<file path="src/rtl/count_step_checker_pkg.sv">
// Shared types and widths for the count step checker.
package count_chk_pkg;

  localparam int COUNT_W    = 3;
  localparam int WRAP_CNT_W = 8;
  localparam int RUN_W      = 4;

  typedef enum logic [1:0] {
    SYNC  = 2'd0,
    TRACK = 2'd1,
    LOST  = 2'd2
  } state_e;

  // The 3-bit arithmetic wraps on its own, so 7+1 gives 0 and 0-1 gives 7.
  function automatic logic [COUNT_W-1:0] next_expected(input logic [COUNT_W-1:0] prev,
                                                       input logic               up);
    return up ? prev + 3'd1 : prev - 3'd1;
  endfunction

endpackage

</file>
<file path="src/rtl/count_step_checker_run_counter.sv">
// Saturating run-length counter; term flags that this increment reaches LIMIT.
module run_counter
  import count_chk_pkg::*;
#(
  parameter int LIMIT = 3
) (
  input  logic clk,
  input  logic reset,
  input  logic inc,
  input  logic clr,
  output logic term
);

  logic [RUN_W-1:0] cnt_q;
  logic [RUN_W-1:0] cnt_d;

  assign term = inc && (cnt_q >= RUN_W'(LIMIT - 1));

  always_comb begin
    cnt_d = cnt_q;
    if (clr) begin
      cnt_d = '0;
    end else if (inc && (cnt_q != '1)) begin
      cnt_d = cnt_q + 4'd1;
    end
  end

  always_ff @(posedge clk or posedge reset) begin
    if (reset) begin
      cnt_q <= '0;
    end else begin
      cnt_q <= cnt_d;
    end
  end

endmodule

</file>
<file path="config.mk">
export PLATFORM = sky130hd
export DESIGN_NAME = run_counter
export DESIGN_NICKNAME = d
export VERILOG_FILES = /design/src/rtl/count_step_checker_pkg.sv /design/src/rtl/count_step_checker_run_counter.sv
export SDC_FILE = /design/constraint.sdc
export NUM_CORES = 1
export LEC_CHECK = 0
export CAP_MARGIN = 30
export CORE_AREA = 2 2 39 41
export CTS_BUF_LIST = sky130_fd_sc_hd__clkbuf_16
export CTS_CLUSTER_DIAMETER = 40
export CTS_CLUSTER_SIZE = 20
export DETAILED_ROUTE_END_ITERATION = 6
export DIE_AREA = 0 0 41 43
export DONT_BUFFER_PORTS = 1
export PLACE_DENSITY = 0.44
export SETUP_SLACK_MARGIN = 0.15
export SLEW_MARGIN = 25
export SYNTH_ARGS = -nofsm -noshare
export SYNTH_HDL_FRONTEND = slang
export SYNTH_SLANG_ARGS = --single-unit
</file>
<file path="constraint.sdc">
create_clock -name clk -period 1.16 [get_ports clk]
set_input_delay 0 -clock clk [delete_from_list [all_inputs] [get_ports clk]]
set_output_delay 0 -clock clk [all_outputs]
set_load 0.005 [all_outputs]
</file>
==> out/results.ini <==
[floorplan]
die_w_um=41
rows=14
initial_core_util=0.175
ios=5
coreArea_um2=1380
die-height_um=43
dieArea_um2=1760

[run_status]
status=complete, but fails checks
violations=negative setup slack

[sta]
hold_violations=0
setup-tns-final_ps=-62.1
holdWs_ps=12.5
rsz0062_at_grt=yes
relSlewSlack=0.853
fin_skew_ps=0.140
fin_crit_ps=1220
setup-violations-final=3
period_share=1.05
worst_pin_slew_ps=220
fmax_mhz=820
drv_slew=0
fin_ws_ps=-59.6

[routing]
vias=218
antenna_left=0
routedWlPerCell_um=12.6
dr.pass1.iters=1
highest_layer=met4
drt_wl_total_um=593
met3_length_um=38
route.met2.wl_um=283
wl_met1_um=228
route.detailed.drc=0
drt-initial-drc-count=0
viasPerCell=4.64

[power]
vdd_drop_max_mv=1.45
finalPower_mw=0.756
switching_share=0.171
p_switching_mw=0.129
comb_power_share=0.086
leakagePower_nw=0.168
p_int_mw=0.626
powerDensity_nw_per_um2=1670
p_seq_frac=0.213
clockPowerShare=0.701

[finish]
fillers=142
syn_to_final_growth_pct=86.1
largest_reg_flops=4
top_regs=cnt_q: 4 flops
register_area_um2=103
final_area_um2=452
mostFrequentLayoutCells=clkbuf_16, dlygate4sd3_1
diodes=0
multi_input_area_um2=186
largest-register=cnt_q
nets=39
drive_gt1_frac=0.613

[job]
drv_cap=0

[placed_design]
dp_hpwl_um=332
gpl.final_weighted_congestion=0.703
pre_cts_slack_ps=-47.6
io_buffers=0
dpl-instance-area_um2=258

[setup_path]
reg2regPathDepth=4
crit_type=flip-flop to output port
crit_path_start_kind=flip-flop
critPathCaptureType=output port
arrival_ps=1220
cp.required_ps=1160
path_max_fanout=5

[hold_path]
holdPathStages=2
worst_hold_path_type=input pin to flip-flop

[global_routing]
grt_max_degree=6
antenna_found_initial=0
gr-total-overflow=0
grt_usage=0.0877
first_global_vias=218
grt_pass1_wl_um=841

[logic_synthesis]
synth_cell_types=15
synth_area_um2=243
yosysSeqAreaShare=0.412
avgSynthCellArea_um2=10.6
yosysWarnings=0
synth.net_count=29
ys_ff_latch=4
syn_inst=23

[clocking]
numCtsBuffers=3
cts_tree=done
clock-root-buffer=clkbuf_16
clock_sinks=4
clockBufferDepth=2
h-tree-depth=1
insertion_delay_ps=220
cts.clk_slew.worst_paths_ps=30

[critical path, cell delays in order, from the launching register on]
cell and delay, ps:
dfrtp_2 440, ha_2 200, o41a_4 350
[power groups by stage]
stage	registers [mW]	logic, mW	clock network, mW
global placement	0.157	0.0274	0
floorplan	0.155	0.0283	0
CTS	0.156	0.0526	0.540
global route	0.162	0.0715	0.560
detailed placement	0.157	0.0284	0
finish	0.161	0.0649	0.530
[through the flow]
| step | std cells | utilization |
|---|---|---|
| after CTS | 45 | 0.286 |
| final | 47 | 0.326 |
| after global routing | 47 | 0.326 |
| after detailed placement | 38 | 0.186 |
| after floorplan | 23 | - |
| after global placement | 38 | 0.186 |
[per-layer routing]
layer	vias up	global-route usage
met4	0	0.140
met1	104	0.0782
met2	7	0.0938
met3	4	0.0628
li1	103	-
met5	-	0
[Yosys cell counts]
cell	number	area (µm²)
nor3_1	2	10.0
ha_1	2	25.0
a31o_1	1	8.76
a311oi_1	1	8.76
buf_4	1	7.51
nand4_1	1	6.26
a211oi_2	1	12.5
nand3_2	1	10.0
nor2_1	1	3.75
a21oi_1	2	10.0
a211oi_1	1	7.51
and4_1	1	8.76
o41a_2	1	12.5
inv_1	3	11.3
dfrtp_1	4	100
[cell type report]
type                    count  area share
multi-input cells          15       0.413
clock buffers               3       0.166
repair buffers              6       0.125
well taps                  16      0.0443
flip-flops and latches      4       0.227
inverters                   3      0.0249
[kinds of logic after synthesis]
family / synth area share
AND/OR/NAND/NOR: 0.160
adder cells (fa/ha/maj): 0.103
AO/OA/AOI/OAI: 0.247
buffers and inverters: 0.0773
flip-flops: 0.412
[path summary, 6_finish.rpt]
| check | from | slack (ps) | endpoint |
|---|---|---|---|
| max | cnt_q[1]$_DFFE_PP0P_ | -60 | term |
| min | clr | 10 | cnt_q[0]$_DFFE_PP0P_ |
| max reg2reg | cnt_q[1]$_DFFE_PP0P_ | 0 | cnt_q[1]$_DFFE_PP0P_ |
| min reg2reg | cnt_q[3]$_DFFE_PP0P_ | 690 | cnt_q[1]$_DFFE_PP0P_ |
| max in group asynchronous | reset | 920 | cnt_q[0]$_DFFE_PP0P_ |
| min in group asynchronous | reset | 90 | cnt_q[2]$_DFFE_PP0P_ |
[repair_timing]
action | CTS | global route
setup endpoints to repair | 5 | 5
hold endpoints to repair | 8 | 0
buffers inserted | 1 | 2
gates resized for setup | 5 | 9
pin swaps | 1 | 6
hold buffers | 3 | 0
No activity file was read; power rests on OpenSTA's default activity.
